### config.mk
export PLATFORM = sky130hd
export DESIGN_NAME = midi_game_sched
export DESIGN_NICKNAME = d
export VERILOG_FILES = /design/src/rtl/midi_pkg.sv /design/src/rtl/midi_repeat_timer.sv /design/src/rtl/midi_game_sched.sv
export SDC_FILE = /design/constraint.sdc
export NUM_CORES = 1
export LEC_CHECK = 0
export BUFFER_PORTS_ARGS = -buffer_cell sky130_fd_sc_hd__buf_4
export CAP_MARGIN = 30
export CELL_PAD_IN_SITES_DETAIL_PLACEMENT = 1
export CELL_PAD_IN_SITES_GLOBAL_PLACEMENT = 2
export CORE_MARGIN = 2
export CORE_UTILIZATION = 37
export CTS_BUF_LIST = sky130_fd_sc_hd__clkbuf_8
export DETAILED_ROUTE_END_ITERATION = 10
export PLACE_DENSITY = 0.78
export SLEW_MARGIN = 20
export SYNTH_ARGS = -nofsm -noshare
export SYNTH_HDL_FRONTEND = slang
export SYNTH_SLANG_ARGS = --single-unit
export TNS_END_PERCENT = 10
### constraint.sdc
create_clock -name clk500kHz -period 2.2 [get_ports clk500kHz]
set_input_delay 0.22 -clock clk500kHz [delete_from_list [all_inputs] [get_ports clk500kHz]]
set_output_delay 0.22 -clock clk500kHz [all_outputs]
set_load 0.02 [all_outputs]
### src/rtl/midi_pkg.sv
// Shared MIDI constants and parser state encoding.
package midi_pkg;

  localparam logic [3:0] ST_NOTE_OFF = 4'h8;
  localparam logic [3:0] ST_NOTE_ON  = 4'h9;
  localparam logic [3:0] ST_CC       = 4'hB;

  localparam logic [7:0] SYSEX_START = 8'hF0;
  localparam logic [7:0] SYSEX_END   = 8'hF7;
  localparam logic [7:0] RT_MIN      = 8'hF8;

  localparam logic [1:0] P_IDLE  = 2'd0;
  localparam logic [1:0] P_D1    = 2'd1;
  localparam logic [1:0] P_D2    = 2'd2;
  localparam logic [1:0] P_SYSEX = 2'd3;

  // True for the channel-voice statuses this block acts on.
  function automatic logic is_voice(input logic [7:0] b);
    return (b[7:4] == ST_NOTE_OFF) || (b[7:4] == ST_NOTE_ON) || (b[7:4] == ST_CC);
  endfunction

endpackage

### src/rtl/midi_repeat_timer.sv
// Per-direction step scheduler: step on press, then every REPEAT_DIV cycles while held.
module midi_repeat_timer #(
  parameter int REPEAT_DIV = 15000
) (
  input  logic clk,
  input  logic rst,
  input  logic press,
  input  logic held,
  input  logic freeze,
  output logic step
);

  localparam int CW = $clog2(REPEAT_DIV);

  logic [CW-1:0] cnt;

  // Freeze and release both park the counter at 0, so leaving freeze restarts the full period.
  always_ff @(posedge clk) begin
    if (rst) begin
      cnt  <= '0;
      step <= 1'b0;
    end else if (freeze || !held) begin
      cnt  <= '0;
      step <= 1'b0;
    end else if (press) begin
      cnt  <= '0;
      step <= 1'b1;
    end else if (cnt == CW'(REPEAT_DIV - 1)) begin
      cnt  <= '0;
      step <= 1'b1;
    end else begin
      cnt  <= cnt + 1'b1;
      step <= 1'b0;
    end
  end

endmodule

### src/rtl/midi_game_sched.sv
// MIDI byte-stream parser feeding slider value, key hold state and paddle step pulses.
module midi_game_sched
  import midi_pkg::*;
#(
  parameter logic [3:0] CHAN       = 4'h0,
  parameter logic [6:0] CC_SLIDER  = 7'h4A,
  parameter logic [6:0] NOTE_LEFT  = 7'h53,
  parameter logic [6:0] NOTE_RIGHT = 7'h54,
  parameter int         REPEAT_DIV = 15000
) (
  input  logic       clk500kHz,
  input  logic       RST,
  input  logic       MIDI_RDY,
  input  logic [7:0] MIDI_BYTE,
  output logic [6:0] VALUE,
  output logic [7:0] CTRLNUM,
  output logic       EVT,
  output logic       LEFT_HELD,
  output logic       RIGHT_HELD,
  output logic       STEP_L,
  output logic       STEP_R
);

  logic [1:0] state, state_n;
  logic [7:0] status, status_n;
  logic [6:0] key, key_n;
  logic [6:0] value_n;
  logic [7:0] ctrl_n;
  logic       evt_n, held_l_n, held_r_n, note_on;
  logic       freeze;

  // Next-state of parser and event outputs for the byte presented this cycle.
  always_comb begin
    state_n  = state;
    status_n = status;
    key_n    = key;
    value_n  = VALUE;
    ctrl_n   = CTRLNUM;
    evt_n    = 1'b0;
    held_l_n = LEFT_HELD;
    held_r_n = RIGHT_HELD;
    note_on  = (status[7:4] == ST_NOTE_ON) && (MIDI_BYTE[6:0] != 7'd0);
    if (MIDI_RDY && (MIDI_BYTE < RT_MIN)) begin
      if (MIDI_BYTE[7]) begin
        if ((state == P_SYSEX) && (MIDI_BYTE == SYSEX_END)) begin
          state_n = P_IDLE;
        end else if (is_voice(MIDI_BYTE)) begin
          status_n = MIDI_BYTE;
          state_n  = P_D1;
        end else if (MIDI_BYTE == SYSEX_START) begin
          status_n = '0;
          state_n  = P_SYSEX;
        end else begin
          status_n = '0;
          state_n  = P_IDLE;
        end
      end else begin
        case (state)
          P_D1: begin
            key_n   = MIDI_BYTE[6:0];
            state_n = P_D2;
          end
          P_D2: begin
            state_n = P_D1;
            if (status[3:0] == CHAN) begin
              if (status[7:4] == ST_CC) begin
                if (key == CC_SLIDER) begin
                  value_n = MIDI_BYTE[6:0];
                  ctrl_n  = {1'b0, key};
                  evt_n   = 1'b1;
                end
              end else if (key == NOTE_LEFT) begin
                held_l_n = note_on;
                ctrl_n   = {1'b0, key};
                evt_n    = 1'b1;
              end else if (key == NOTE_RIGHT) begin
                held_r_n = note_on;
                ctrl_n   = {1'b0, key};
                evt_n    = 1'b1;
              end
            end
          end
          default: ;
        endcase
      end
    end
  end

  // Parser and output registers.
  always_ff @(posedge clk500kHz) begin
    if (RST) begin
      state      <= P_IDLE;
      status     <= '0;
      key        <= '0;
      VALUE      <= '0;
      CTRLNUM    <= '0;
      EVT        <= 1'b0;
      LEFT_HELD  <= 1'b0;
      RIGHT_HELD <= 1'b0;
    end else begin
      state      <= state_n;
      status     <= status_n;
      key        <= key_n;
      VALUE      <= value_n;
      CTRLNUM    <= ctrl_n;
      EVT        <= evt_n;
      LEFT_HELD  <= held_l_n;
      RIGHT_HELD <= held_r_n;
    end
  end

  // Frozen on the edge both become held and on the edge one leaves, so the survivor restarts from 0.
  assign freeze = (LEFT_HELD & RIGHT_HELD) | (held_l_n & held_r_n);

  midi_repeat_timer #(.REPEAT_DIV(REPEAT_DIV)) u_rep_l (
    .clk    (clk500kHz),
    .rst    (RST),
    .press  (held_l_n & ~LEFT_HELD),
    .held   (held_l_n),
    .freeze (freeze),
    .step   (STEP_L)
  );

  midi_repeat_timer #(.REPEAT_DIV(REPEAT_DIV)) u_rep_r (
    .clk    (clk500kHz),
    .rst    (RST),
    .press  (held_r_n & ~RIGHT_HELD),
    .held   (held_r_n),
    .freeze (freeze),
    .step   (STEP_R)
  );

endmodule

== Word level (Yosys, flattened, before mapping) ==
Cells that the tools add are included.
Word-level totals
  memory bits (writable): 0
  latch bits: 0
  bits in read-only memories: 0
  output and inout bits: 20
  flip-flop bits (word level): 65
  memories kept: 0
Cells by class
  equality and inequality tests: 16
  magnitude comparators: 1
  multipliers: 0
  muxes and demuxes: 31
  add/sub/neg operators: 2
  divide/modulo/power cells: 0
  shift operators: 0
  reduce and logical (&&, ||, !) cells: 23
  bitwise gates (word level): 12
Operators by type and width (number)
  2-to-1 mux 8 bit: 5
  adder 14 x 1 -> 14 bit, second input constant: 2
  == test 14 bit, second input constant: 2
  == test 7 bit, second input constant: 3
  2-to-1 mux 1 bit: 21
  == test 4 bit, second input constant: 5
  == test 8 bit, second input constant: 2
  AND reduction 6 bit: 2
  < comparator 8 bit, second input constant: 1
  2-to-1 mux 2 bit: 4
  OR reduction 4 bit: 2
  NOT 1 bit: 7
  nonzero test 7 bit: 1
  AND reduction 3 bit: 2
  nonzero test 3 bit: 2
  OR reduction 5 bit: 1
  bitwise AND 1 bit: 4
  == test 2 bit, second input constant: 2
  logical NOT 4 bit: 1
  logical OR 1 bit: 4
  case mux 2 bit (2 select lines): 1
  OR reduction 2 bit: 2
  logical AND 1 bit: 3
  == test 2 x 1 -> 1 bit, second input constant: 1
  4 further kinds: 5

== Logic depth before layout (Yosys ltp) ==
Gate-level depths: netlist of the first run.
  depth in word-level cells: 13
  depth in mapped cells: 8
  depth with buffers taken out: 6

== By module ==
From an unflattened synthesis of the first run, not the netlist that was laid out.
Second synthesis, totals
  cell total of the unflattened synthesis: 326
  area total of the unflattened synthesis: 2979.1 um^2
Modules (own cells, without submodules)
  midi_game_sched: seq. area each 680.7 um^2, cells an instance 178, area each 1597.8 um^2, times used 1
  midi_repeat_timer (u_rep_l): seq. area each 300.3 um^2, cells an instance 72, area each 704.4 um^2, times used 1
  midi_repeat_timer (u_rep_r): seq. area each 300.3 um^2, cells an instance 76, area each 676.9 um^2, times used 1

== Worst setup path after synthesis of the first run ==
Ideal clock, no wire load.
  path type: reg2reg
  from: register state[0]
  to: register u_rep_r.cnt[10]
  stages on the path, launching flop included: 8
  slack: 0.422 ns
  arrival time: 1.661 ns
  path buffers: 2
  library setup time: 0.117 ns
  path through: dfxtp_1 > nor4bb_1 > and2_1 > clkbuf_1 > nand3_1 > o211ai_1 > buf_2 > nor2_1
On the way
  longest elaborated chain between the ends: 8
  elaborated cells between the ends (all ways): 13
  those cells by class: eq/ne (1); mux (6); bitwise (3); reduce/logical (3)
Ends and longest elaborated chain
  from (decl): line midi_game_sched.sv:24  | logic [1:0] state, state_n;
  from (signal assigned): line midi_game_sched.sv:101  | state <= state_n;
  == test 2 bit (*): line midi_game_sched.sv:58  | case (state)
  2-to-1 mux 1 bit: line midi_game_sched.sv:58
  2-to-1 mux 1 bit: line midi_game_sched.sv:44  | if (MIDI_BYTE[7]) begin
  2-to-1 mux 1 bit: line midi_game_sched.sv:43  | if (MIDI_RDY && (MIDI_BYTE < RT_MIN)) begin
  bitwise AND 1 bit: line midi_game_sched.sv:113  | assign freeze = (LEFT_HELD & RIGHT_HELD) | (held_l_n & held_r_n);
  OR 1 bit: line midi_game_sched.sv:113
  logical OR 1 bit: line midi_repeat_timer.sv:22  | end else if (freeze || !held) begin
  OR reduction 4 bit (no line) (*)
  to (signal assigned): line midi_repeat_timer.sv:32  | cnt <= cnt + 1'b1;
  to (decl): line midi_repeat_timer.sv:15  | logic [CW-1:0] cnt;
Every way passes the cells marked *; elsewhere a longest branch is shown, timed or not.
A chain may end at the register's enable or synchronous reset.

== Worst setup path after layout of the first run ==
  from: register status[6]
  to: register u_rep_l.cnt[10]
On the way
  longest elaborated chain between the ends: 13
  elaborated cells between the ends (all ways): 22
  those cells by class: eq/ne (2); mux (13); bitwise (3); reduce/logical (4)
Ends and longest elaborated chain
  from (decl): line midi_game_sched.sv:25  | logic [7:0] status, status_n;
  from (signal assigned): line midi_game_sched.sv:102  | status <= status_n;
  == test 4 bit: line midi_game_sched.sv:42  | note_on = (status[7:4] == ST_NOTE_ON) && (MIDI_BYTE[6:0] != 7'd0);
  logical AND 1 bit: line midi_game_sched.sv:42
  2-to-1 mux 1 bit: line midi_game_sched.sv:76  | end else if (key == NOTE_RIGHT) begin
  2-to-1 mux 1 bit: line midi_game_sched.sv:72  | end else if (key == NOTE_LEFT) begin
  2-to-1 mux 1 bit: line midi_game_sched.sv:66  | if (status[7:4] == ST_CC) begin
  2-to-1 mux 1 bit: line midi_game_sched.sv:65  | if (status[3:0] == CHAN) begin
  2-to-1 mux 1 bit: line midi_game_sched.sv:58
  2-to-1 mux 1 bit: line midi_game_sched.sv:44
  2-to-1 mux 1 bit: line midi_game_sched.sv:43
  bitwise AND 1 bit: line midi_game_sched.sv:113
  OR 1 bit: line midi_game_sched.sv:113
  logical OR 1 bit: line midi_repeat_timer.sv:22
  OR reduction 4 bit (no line) (*)
  to (signal assigned): line midi_repeat_timer.sv:32
  to (decl): line midi_repeat_timer.sv:15
Marked as above.

==> results.md, run 1 <==
| Parameter | This run | Unit |
|:---|:---|:---|
| Clk_lat worst skew | 0.34 | ns |
| Port Buffers | 29 | - |
| Combinational family with the most area after synthesis | simple AND/OR/NAND/NOR gates | - |
| Number of CTS-inserted buffers | 9 | - |
| Post-route design area | 0.003334 | mm2 |
| Maximum fanout count along the critical path | 14 | - |
| Global routing met2 resource utilization | 29.10 | % |
| Leakage Power | 1.234 | nW |
| Area share of xor/xnor cells in the synthesized design | 7.564 | % |
| Final period utilization | 83.76 | % |
| M1 GR Usage | 18.46 | % |
| Clock tree from TritonCTS | yes | - |
| Type of the tightest min-delay check | in2reg | - |
| Setup slack on the worst flop-to-flop path | 0.36 | ns |
| Number of antenna diodes | 0 | - |
| Critical Setup Path Class | reg2reg | - |
| Synth Flop Type | sky130_fd_sc_hd__dfxtp_1 | - |
| Crit path arrival time | 2.12 | ns |
| Distinct cells, synth | 44 | - |
| Most used routing layer in global routing | met2 | - |
| Power per cell area | 709.7 | mW/mm2 |
| Average routed wire per standard cell | 14.26 | um |
| Chip Height | 90.67 | um |
| Synthesized area per cell | 9.022 | um2 |
| Iteration-0 DRC count of the detailed router | 38 | - |
| Residual overflow from global routing | 0 | - |
| DPL Wire Length | 4.506 | mm |
| Sequential fraction of design power | 49.5 | % |
| Gpl congestion | 0.7429 | - |
| Final Worst Setup Slack | 0.3573 | ns |
| Part of the total power dissipated in the clock network | 47.0 | % |
| Share of power burned in combinational logic | 3.5 | % |
| Number of core rows | 31 | - |
| Residual antenna-violating net count after detailed routing | 0 | - |
| Number of fill cells | 886 | - |
| Compound-Gate Fraction of Synth Area | 5.313 | % |
| CTS Sinks | 64 | - |
| Syn Nets | 321 | - |
| Netlist area before placement | 0.002779 | mm2 |
| Setup-violating endpoint count in the final report | 0 | - |
| Setup Skew | 0.007268 | ns |
| Instance area at placement | 0.003114 | mm2 |
| Maximum buffer depth of the clock tree | 2 | - |
| Worst Setup Start Kind | register | - |
| Total DRC errors in the routed layout | 0 | - |
| Hold-fix buffers at CTS | 0 | - |
| CTS clock-pin slew for the worst setup and hold paths | 0.07 | ns |
| Resized cells post-CTS | 0 | - |
| Hold Worst Slack | 0.1757 | ns |
| Growth of design area from synthesis to finish | 19.99 | % |
| Global Route Usage Sum | 16.38 | % |
| Async set or reset register ratio after synthesis | 0 | % |
| Worst path required time | 2.47 | ns |
| Max_cap viols | 0 | - |
| Via count of the first global-routing pass | 2183 | - |
| Synthesized instance count | 308 | - |
| Achievable clock frequency | 0.5427 | GHz |
| Post-Route Setup TNS | 0 | ns |
| Number of nets at the end of the flow | 356 | - |
| Largest net degree at the start of global routing | 39 | - |
| NetSw | 0.0005322 | W |
| Share of layout cells above drive strength 1 | 16.09 | % |
| FF+latch count, synth | 64 | - |
| Cell-internal power | 0.001834 | W |
| CTS root buffer | sky130_fd_sc_hd__clkbuf_8 | - |
| Total Die Area | 0.008220 | mm2 |
| Initial Util | 38.31 | % |
| Total number of yosys warnings | 0 | - |
| Via count | 2255 | - |
| Post-synthesis mux area share | 6.844 | % |
| Average via count per standard cell | 5.045 | - |
| Number of enable-type register cells in the synthesized netlist | 0 | - |
| Final routed wirelength across all metal layers | 6.373 | mm |
| Area share of fa/ha/maj cells after synthesis | 0.9005 | % |
| Worst setup slack before clock tree synthesis | 0.2454 | ns |
| Sequential fraction of the synthesis area | 46.11 | % |
| Count of H-tree levels built during CTS | 3 | - |
| Run status | finished, final reports clean | - |
| Switching share of total power | 22.49 | % |
| Post-layout min period | 1.843 | ns |
| Global-route wire length before repair | 10.63 | mm |
| Setup repair after global routing missed its margin | false | - |
| Final hold viol count | 0 | - |
| Simple-gate share of the synthesized area | 30.62 | % |
| Setup repair bufs after CTS | 0 | - |
| Detailed-router iteration count before antenna repair | 4 | - |
| Number of slew-limit violations in the final report | 0 | - |
| CORE AREA | 0.007253 | mm2 |
| Worst Setup End Kind | register | - |
| VDD IR-drop max | 275.6 | uV |
| Met3 usage in global routing | 5.259 | % |
| Die Span X | 90.67 | um |
| Number of ports placed on the die boundary | 31 | - |
| Initial antenna violation count | 0 | - |
stage by stage:
| stage | total power, W | utilization, % | std cells |
|---|---|---|---|
| 2_1_floorplan | 0.001241 | - | 308 |
| 5_1_grt | 0.002463 | 45.97 | 447 |
| 3_3_place_gp | 0.001281 | 42.94 | 431 |
| 6_report | 0.002367 | 45.97 | 447 |
| 4_1_cts | 0.002403 | 45.97 | 447 |
| 3_5_place_dp | 0.001283 | 42.94 | 431 |
Yosys cell counts, drive strengths merged, types with 4 or more instances:
cell type / number / area (um2)
nor3: 4 / 20.02
a21oi: 5 / 25.02
buf: 4 / 28.78
xnor2: 11 / 96.34
xor2: 13 / 113.9
o21ai: 9 / 45.04
nand2b: 9 / 56.30
nand3: 20 / 100.1
nor3b: 5 / 37.54
nor2: 62 / 232.7
nand4: 6 / 37.54
nand2: 16 / 60.06
clkbuf: 8 / 30.03
mux2i: 19 / 190.2
dfxtp: 64 / 1281
and3: 10 / 62.56
nor4bb: 5 / 50.05
sequential cells by signal, summed over array words and instances (netlist names):
signal        count
EVT               1
state             2
VALUE             7
u_rep_r.cnt      14
u_rep_r.step      1
LEFT_HELD         1
RIGHT_HELD        1
u_rep_l.cnt      14
CTRLNUM           7
key               7
u_rep_l.step      1
status            8
layer usage:
layer  part of all wire, %  wire (um)
met4                  0.96         61
met1                    45       2881
met5                     0          0
met2                    50       3217
met3                   3.3        211
logic make-up after synthesis:
| family | count (synthesis) |
|---|---|
| other | 1 |
| AND/OR/NAND/NOR | 160 |
| adder cells (fa/ha/maj) | 2 |
| XOR/XNOR | 24 |
| multiplexers | 19 |
| buffers and inverters | 15 |
| flip-flops | 64 |
| AO/OA/AOI/OAI | 23 |
cells in the final DEF, fill, tap and decap left out, types with 3 or more instances in the layout:
master	n
sky130_fd_sc_hd__a21oi_1	5
sky130_fd_sc_hd__nand4_1	6
sky130_fd_sc_hd__and3b_1	3
sky130_fd_sc_hd__clkbuf_8	9
sky130_fd_sc_hd__and4_1	3
sky130_fd_sc_hd__inv_1	3
sky130_fd_sc_hd__nor4bb_1	5
sky130_fd_sc_hd__nand3_1	20
sky130_fd_sc_hd__nor3b_1	5
sky130_fd_sc_hd__nand2b_1	9
sky130_fd_sc_hd__nand2_1	16
sky130_fd_sc_hd__clkinvlp_4	3
sky130_fd_sc_hd__nor2_1	62
sky130_fd_sc_hd__xor2_1	13
sky130_fd_sc_hd__nor3_1	4
sky130_fd_sc_hd__buf_4	36
sky130_fd_sc_hd__dfxtp_1	64
sky130_fd_sc_hd__xnor2_1	11
sky130_fd_sc_hd__nand4b_1	3
sky130_fd_sc_hd__o21ai_0	9
sky130_fd_sc_hd__mux2i_1	19
sky130_fd_sc_hd__and3_1	10
final timing paths:
| check | start | end | depth (start not counted) |
|---|---|---|---|
| worst min-delay path | MIDI_BYTE[5] | status[5] | 3 |
| worst min register to register | u_rep_l.cnt[0] | u_rep_l.cnt[0] | 1 |
| worst max register to register | status[6] | u_rep_l.cnt[10] | 6 |
| worst max-delay path | status[6] | u_rep_l.cnt[10] | 6 |
power groups by stage:
stage / clock (W) / sequential [W] / combinational, W
after floorplan: 0 / 0.00120 / 0.0000447
after global placement: 0 / 0.00120 / 0.0000817
after detailed placement: 0 / 0.00120 / 0.0000833
after CTS: 0.00115 / 0.00117 / 0.0000837
after global routing: 0.00120 / 0.00117 / 0.0000910
final: 0.00111 / 0.00117 / 0.0000823
worst max-delay path: stages, from the launching register on:
cell and delay, ns:
sky130_fd_sc_hd__dfxtp_1 0.33, sky130_fd_sc_hd__nand3b_1 0.17, sky130_fd_sc_hd__a211oi_2 0.41, sky130_fd_sc_hd__nor3_1 0.14, sky130_fd_sc_hd__or4_1 0.42, sky130_fd_sc_hd__buf_4 0.20, sky130_fd_sc_hd__nor2_1 0.11
cell type report:
| class | instances | area [um2] | area share (%) |
|---|---|---|---|
| clock buffer | 9 | 123.9 | 3.715 |
| tap | 99 | 123.9 | 3.715 |
| inverter | 3 | 11.26 | 0.3377 |
| timing repair buffer | 36 | 270.3 | 8.105 |
| multi-input combinational | 229 | 1428 | 42.81 |
| sequential | 64 | 1281 | 38.42 |
| clock inverter | 7 | 96.34 | 2.889 |
No activity file was read; power rests on OpenSTA's default activity.
==> inputs of run 2 (changes only) <==
Settings changed: CORE_UTILIZATION 37 to 33, PLACE_DENSITY 0.78 to 0.73.
Clock period 2.2 ns to 1.52 ns, I/O delays scaled along.
==> run 2 against run 1 <==
The run now ends with negative setup slack left. First-iteration DRC count grew 16%. Count of clock-buffer cells in the layout did not move. Utilization grew 2.7 points. Register-to-register slack worse by 0.49 ns. Non-clock buffer count up 54. Fmax increased by 11%. Cell count increased by 13%. Critical endpoint is now u_rep_l.cnt[6].
==> results.md, run 2 (same netlist as run 1, synthesis figures left out) <==
| Parameter | This run | Unit |
|:---|:---|:---|
| Run status | finished with violations | - |
| Violated checks | negative setup slack | - |
| Growth of design area from synthesis to finish | 43.09 | % |
| Number of fill cells | 974 | - |
| Type of the tightest min-delay check | in2reg | - |
| Worst reg2reg path endpoint | u_rep_l.cnt[6] | - |
| Number of nets at the end of the flow | 410 | - |
| Setup-violating endpoint count in the final report | 33 | - |
| VDD IR-drop max | 447.1 | uV |
| Kind of cell adding the most delay to the critical path | simple AND/OR/NAND/NOR gates | - |
| Number of cells in the finished layout apart from fillers | 507 | - |
| Post-layout min period | 1.657 | ns |
| Final period utilization | 109.0 | % |
| Worst Setup End Kind | register | - |
| Final routed wirelength across all metal layers | 7.120 | mm |
| Setup slack on the worst flop-to-flop path | -0.14 | ns |
| Average routed wire per standard cell | 14.04 | um |
| Global-route wire length before repair | 11.96 | mm |
| Launch point of the worst reg-to-reg path | key[2] | - |
| Chip Height | 95.77 | um |
| Worst path required time | 1.79 | ns |
| Instance area at placement | 0.003572 | mm2 |
| Post-route design area | 0.003976 | mm2 |
| Total DRC errors in the routed layout | 0 | - |
| Achievable clock frequency | 0.6037 | GHz |
| CP Buf/Inv Count | 1 | - |
| Via count of the first global-routing pass | 2542 | - |
| DPL Wire Length | 5.153 | mm |
| Port Buffers | 29 | - |
| CP peak stage delay | 0.54 | ns |
| Hold wc startpoint | RST | - |
| Final hold viol count | 0 | - |
| Setup repair after global routing missed its margin | true | - |
| Detailed-router iteration count before antenna repair | 4 | - |
| Cell breakdown of the critical path | nor3b_4, and2_4, and3_4, or4_4, buf_8, nor2_2 | - |
| Cell with the largest stage delay on the worst path | sky130_fd_sc_hd__or4_4 | - |
| Gpl congestion | 0.7900 | - |
| Average via count per standard cell | 4.856 | - |
| Number of slew-limit violations in the final report | 0 | - |
| Worst setup slack before clock tree synthesis | -0.2495 | ns |
| Depth of the worst register-to-register path | 6 | - |
| Capture endpoint of the worst hold path | RIGHT_HELD | - |
| Largest net degree at the start of global routing | 33 | - |
| Number of antenna diodes | 0 | - |
| Residual antenna-violating net count after detailed routing | 0 | - |
| CTS root buffer | sky130_fd_sc_hd__clkbuf_8 | - |
| Hold-fix buffers at CTS | 0 | - |
| Die Span X | 95.77 | um |
| Worst Hold Depth | 2 | - |
| Via count | 2462 | - |
| Max_cap viols | 0 | - |
| Global routing met2 resource utilization | 29.37 | % |
| Crit path arrival time | 1.93 | ns |
| Setup Skew | 0.009065 | ns |
| Final Worst Setup Slack | -0.1365 | ns |
| Number of CTS-inserted buffers | 9 | - |
| Maximum fanout count along the critical path | 7 | - |
| Initial antenna violation count | 0 | - |
| Clk_lat worst skew | 0.34 | ns |
| Maximum buffer depth of the clock tree | 2 | - |
| Worst Setup Start Kind | register | - |
| Global Route Usage Sum | 16.91 | % |
| Most used routing layer in global routing | met2 | - |
| Post-layout total power | 0.003489 | W |
| CTS Sinks | 64 | - |
| Iteration-0 DRC count of the detailed router | 44 | - |
| Number of core rows | 33 | - |
| Power per cell area | 877.4 | mW/mm2 |
| Leakage Power | 1.562 | nW |
| Top library cells by usage in the layout, fill and taps aside | sky130_fd_sc_hd__buf_4 (82), sky130_fd_sc_hd__dfxtp_1 (51), sky130_fd_sc_hd__nor2_1 (50) | - |
| CORE AREA | 0.008175 | mm2 |
| Leading registers by flop count | u_rep_l.cnt (14), u_rep_r.cnt (14), status (8) | - |
| Share of layout cells above drive strength 1 | 37.56 | % |
| Post-Place Cells | 489 | - |
| Most frequent standard cell in the layout excluding fill and tap cells | sky130_fd_sc_hd__buf_4 | - |
| Combined area of the multi-input logic cells | 0.001580 | mm2 |
| Met3 usage in global routing | 3.994 | % |
| Critical Setup Path Class | reg2reg | - |
| Residual overflow from global routing | 0 | - |
| M1 GR Usage | 20.63 | % |
| Clock tree from TritonCTS | yes | - |
| CTS clock-pin slew for the worst setup and hold paths | 0.08 | ns |
| Post-Route Setup TNS | -2.618 | ns |
| Register area | 0.001297 | mm2 |
| Number of ports placed on the die boundary | 31 | - |
| Count of H-tree levels built during CTS | 3 | - |
| Initial Util | 33.99 | % |
| Total Die Area | 0.009171 | mm2 |
-- run 2: cell types whose count changed in the layout (fill, tap and decap cells not counted), moves of 3 or more --
cell and delta:
sky130_fd_sc_hd__buf_4 +46, sky130_fd_sc_hd__buf_6 +4, sky130_fd_sc_hd__buf_12 +3, sky130_fd_sc_hd__nor2_2 +10, sky130_fd_sc_hd__nor4bb_1 -4, sky130_fd_sc_hd__dfxtp_2 +13, sky130_fd_sc_hd__dfxtp_1 -13, sky130_fd_sc_hd__nor2_1 -12
-- run 2: metal layers --
layer / part of all wire (%) / vias to the layer above
met1: 46 / 1187
li1: - / 1240
met5: 0 / -
met4: 1.3 / 0
met3: 2.4 / 9
met2: 50 / 26
-- run 2: worst register-to-register path: cells and delay by family (launching register included) --
family / cells / cell delay [ns]
flip-flops: 1 / 0.34
AND/OR/NAND/NOR: 5 / 1.08
buffers and inverters: 1 / 0.17
-- run 2: final cells by class --
type | count | share of cell area, %
well taps | 105 | 3.304
multi-input cells | 229 | 39.74
inverters | 3 | 0.2832
clock buffers | 9 | 3.115
repair buffers | 90 | 18.50
flip-flops and latches | 64 | 32.63
clock inverters | 7 | 2.423
-- run 2: worst max path at each step --
stage | start | to | slack (ns) | cells past startpoint
after floorplan | state[1] | u_rep_l.cnt[6] | -0.20 | 8
after global placement | MIDI_BYTE[0] | u_rep_l.cnt[5] | -0.23 | 7
after detailed placement | MIDI_BYTE[0] | u_rep_l.cnt[3] | -0.25 | 7
after CTS | key[4] | u_rep_l.cnt[5] | -0.12 | 6
after global routing | key[2] | u_rep_l.cnt[13] | -0.20 | 6
final | key[2] | u_rep_l.cnt[6] | -0.14 | 6
-- run 2: timing repair --
| item | CTS | global route |
|---|---|---|
| setup endpoints to repair | 46 | 51 |
| gates cloned | 1 | 0 |
| gates resized for setup | 27 | 25 |
| setup buffers | 1 | 1 |
| pin swaps | 9 | 9 |
-- run 2: where the power goes --
group | internal [W] | leakage [nW] | switching (W)
Clock | 0.000922 | 0.101 | 0.000693
Combinational | 0.0000893 | 0.938 | 0.0000867
Sequential | 0.00169 | 0.522 | 0.0000100
-- run 2: through the flow --
stage	hold WS (ns)	util, %
2_1_floorplan	0.2824	-
3_3_place_gp	0.3993	43.69
3_5_place_dp	0.4047	43.69
4_1_cts	0.03497	47.49
5_1_grt	0.05186	48.64
6_report	0.04786	48.64
==> inputs of run 3 (changes only) <==
Settings changed: SKIP_CTS_REPAIR_TIMING set to 1.
==> run 3 against run 2 <==
The flow still finishes with violations (negative setup slack). Final area grew 1.2%. Sequential share of layout area shrank 0.35 points. Fmax shrank 2.4%. Routed wire length rose by 2.7%. Global-route usage decreased by 0.50 points. Worst setup slack worse by 0.041 ns. Worst hold slack better by 0.0087 ns.
==> results.md, run 3 (same netlist as run 1, synthesis figures left out) <==
| Parameter | This run | Unit |
|:---|:---|:---|
| Number of slew-limit violations in the final report | 0 | - |
| Average routed wire per standard cell | 14.37 | um |
| Critical Setup Path Class | reg2reg | - |
| Max_cap viols | 0 | - |
| CORE AREA | 0.008175 | mm2 |
| Initial antenna violation count | 0 | - |
| Detailed-router iteration count before antenna repair | 4 | - |
| Launch point of the worst reg-to-reg path | key[4] | - |
| Post-layout min period | 1.697 | ns |
| Final hold viol count | 0 | - |
| Type of the tightest min-delay check | in2reg | - |
| Leading registers by flop count | u_rep_l.cnt (14), u_rep_r.cnt (14), status (8) | - |
| Worst path required time | 1.80 | ns |
| Register area | 0.001299 | mm2 |
| Average via count per standard cell | 4.906 | - |
| VDD IR-drop max | 432.0 | uV |
| Total Die Area | 0.009171 | mm2 |
| Number of antenna diodes | 0 | - |
| Residual overflow from global routing | 0 | - |
| Worst Setup End Kind | register | - |
| Total DRC errors in the routed layout | 0 | - |
| Number of ports placed on the die boundary | 31 | - |
| Via count of the first global-routing pass | 2507 | - |
| Final period utilization | 111.7 | % |
| Crit. Startpoint | key[4] | - |
| Setup slack on the worst flop-to-flop path | -0.18 | ns |
| Number of nets at the end of the flow | 412 | - |
| Run status | finished with violations | - |
| Clk_lat worst skew | 0.34 | ns |
| Setup Skew | 0.009964 | ns |
| Met3 usage in global routing | 4.072 | % |
| Global Route Usage Sum | 16.41 | % |
| CTS root buffer | sky130_fd_sc_hd__clkbuf_8 | - |
| Leakage Power | 1.584 | nW |
| Port Buffers | 29 | - |
| Final Worst Setup Slack | -0.1772 | ns |
| Initial Util | 33.99 | % |
| Achievable clock frequency | 0.5892 | GHz |
| Worst reg2reg path endpoint | u_rep_l.cnt[3] | - |
| Setup-violating endpoint count in the final report | 39 | - |
| Top library cells by usage in the layout, fill and taps aside | sky130_fd_sc_hd__buf_4 (82), sky130_fd_sc_hd__dfxtp_1 (50), sky130_fd_sc_hd__nor2_1 (50) | - |
| Maximum buffer depth of the clock tree | 2 | - |
| Combined area of the multi-input logic cells | 0.001594 | mm2 |
| Largest net degree at the start of global routing | 33 | - |
| DPL Wire Length | 5.153 | mm |
| Number of core rows | 33 | - |
| Global-route wire length before repair | 11.65 | mm |
| Clock tree from TritonCTS | yes | - |
| Iteration-0 DRC count of the detailed router | 32 | - |
| Die Span X | 95.77 | um |
| Finished Core Util | 49.22 | % |
| Chip Height | 95.77 | um |
| Power per cell area | 868.0 | mW/mm2 |
| Via count | 2497 | - |
| Worst Setup Start Kind | register | - |
| Crit path arrival time | 1.97 | ns |
| Maximum fanout count along the critical path | 7 | - |
| Final routed wirelength across all metal layers | 7.314 | mm |
| Depth of the worst register-to-register path | 6 | - |
| M1 GR Usage | 20.03 | % |
| Residual antenna-violating net count after detailed routing | 0 | - |
| Most used routing layer in global routing | met2 | - |
| Number of CTS-inserted buffers | 9 | - |
| Gpl congestion | 0.7900 | - |
| Termination of the worst setup path | u_rep_l.cnt[3] | - |
| Share of layout cells above drive strength 1 | 38.61 | % |
| CTS Sinks | 64 | - |
| Count of H-tree levels built during CTS | 3 | - |
| Growth of design area from synthesis to finish | 44.80 | % |
| Most frequent standard cell in the layout excluding fill and tap cells | sky130_fd_sc_hd__buf_4 | - |
| Violated checks | negative setup slack | - |
| Setup repair after global routing missed its margin | true | - |
| Number of fill cells | 986 | - |
| CTS clock-pin slew for the worst setup and hold paths | 0.07 | ns |
| Global routing met2 resource utilization | 28.21 | % |
| Hold Worst Slack | 0.05655 | ns |
[run 3: cell count changes in the layout (fill, tap and decap cells not counted), sizes merged]
cell	previous run	this run
clkbuf	9	10
buf	90	91
[run 3: report_power, final]
group / switching [W] / leakage (nW) / internal, W
Combinational: 0.0000868 / 0.960 / 0.0000891
Sequential: 0.0000101 / 0.523 / 0.00169
Clock: 0.000697 / 0.101 / 0.000922
[run 3: worst min path at each step]
stage                             from         end  slack (ns)  cells past startpoint
after CTS                          RST  RIGHT_HELD        0.03                      2
final                              RST  RIGHT_HELD        0.06                      2
after detailed placement           RST  RIGHT_HELD        0.40                      2
after global placement             RST  RIGHT_HELD        0.40                      2
after global routing               RST   LEFT_HELD        0.05                      2
after floorplan           MIDI_BYTE[0]   status[0]        0.28                      2
[run 3: layout make-up]
class	count	area share, %
Tap cell	105	3.265
Clock buffer	9	3.078
Timing Repair Buffer	92	19.09
Clock inverter	7	2.394
Sequential cell	64	32.28
Multi-Input combinational cell	229	39.61
Inverter	3	0.2799
[run 3: critical path, stage by stage (launching register included)]
cell and delay (ns):
sky130_fd_sc_hd__dfxtp_2 0.34, sky130_fd_sc_hd__nor4bb_4 0.16, sky130_fd_sc_hd__and2_4 0.17, sky130_fd_sc_hd__and3_4 0.16, sky130_fd_sc_hd__or4_4 0.55, sky130_fd_sc_hd__buf_12 0.17
sky130_fd_sc_hd__nor2_4 0.09
[run 3: per-stage QoR]
| stage | setup TNS (ns) | instance area (um2) | setup slack [ns] | cells | total power, W |
|---|---|---|---|---|---|
| 5_1_grt | -6.559 | 4024 | -0.2379 | 509 | 0.003647 |
| 3_5_place_dp | -7.534 | 3572 | -0.2495 | 489 | 0.001909 |
| 3_3_place_gp | -5.861 | 3572 | -0.2299 | 489 | 0.001905 |
| 2_1_floorplan | -5.141 | 2805 | -0.2023 | 308 | 0.001802 |
| 4_1_cts | -8.050 | 3792 | -0.2553 | 505 | 0.003533 |
| 6_report | -3.193 | 4024 | -0.1772 | 509 | 0.003493 |
[run 3: metal layers]
layer | vias up | wire length [um]
li1 | 1245 | -
met1 | 1206 | 3299
met2 | 39 | 3731
met3 | 7 | 215
met4 | 0 | 68
met5 | - | 0
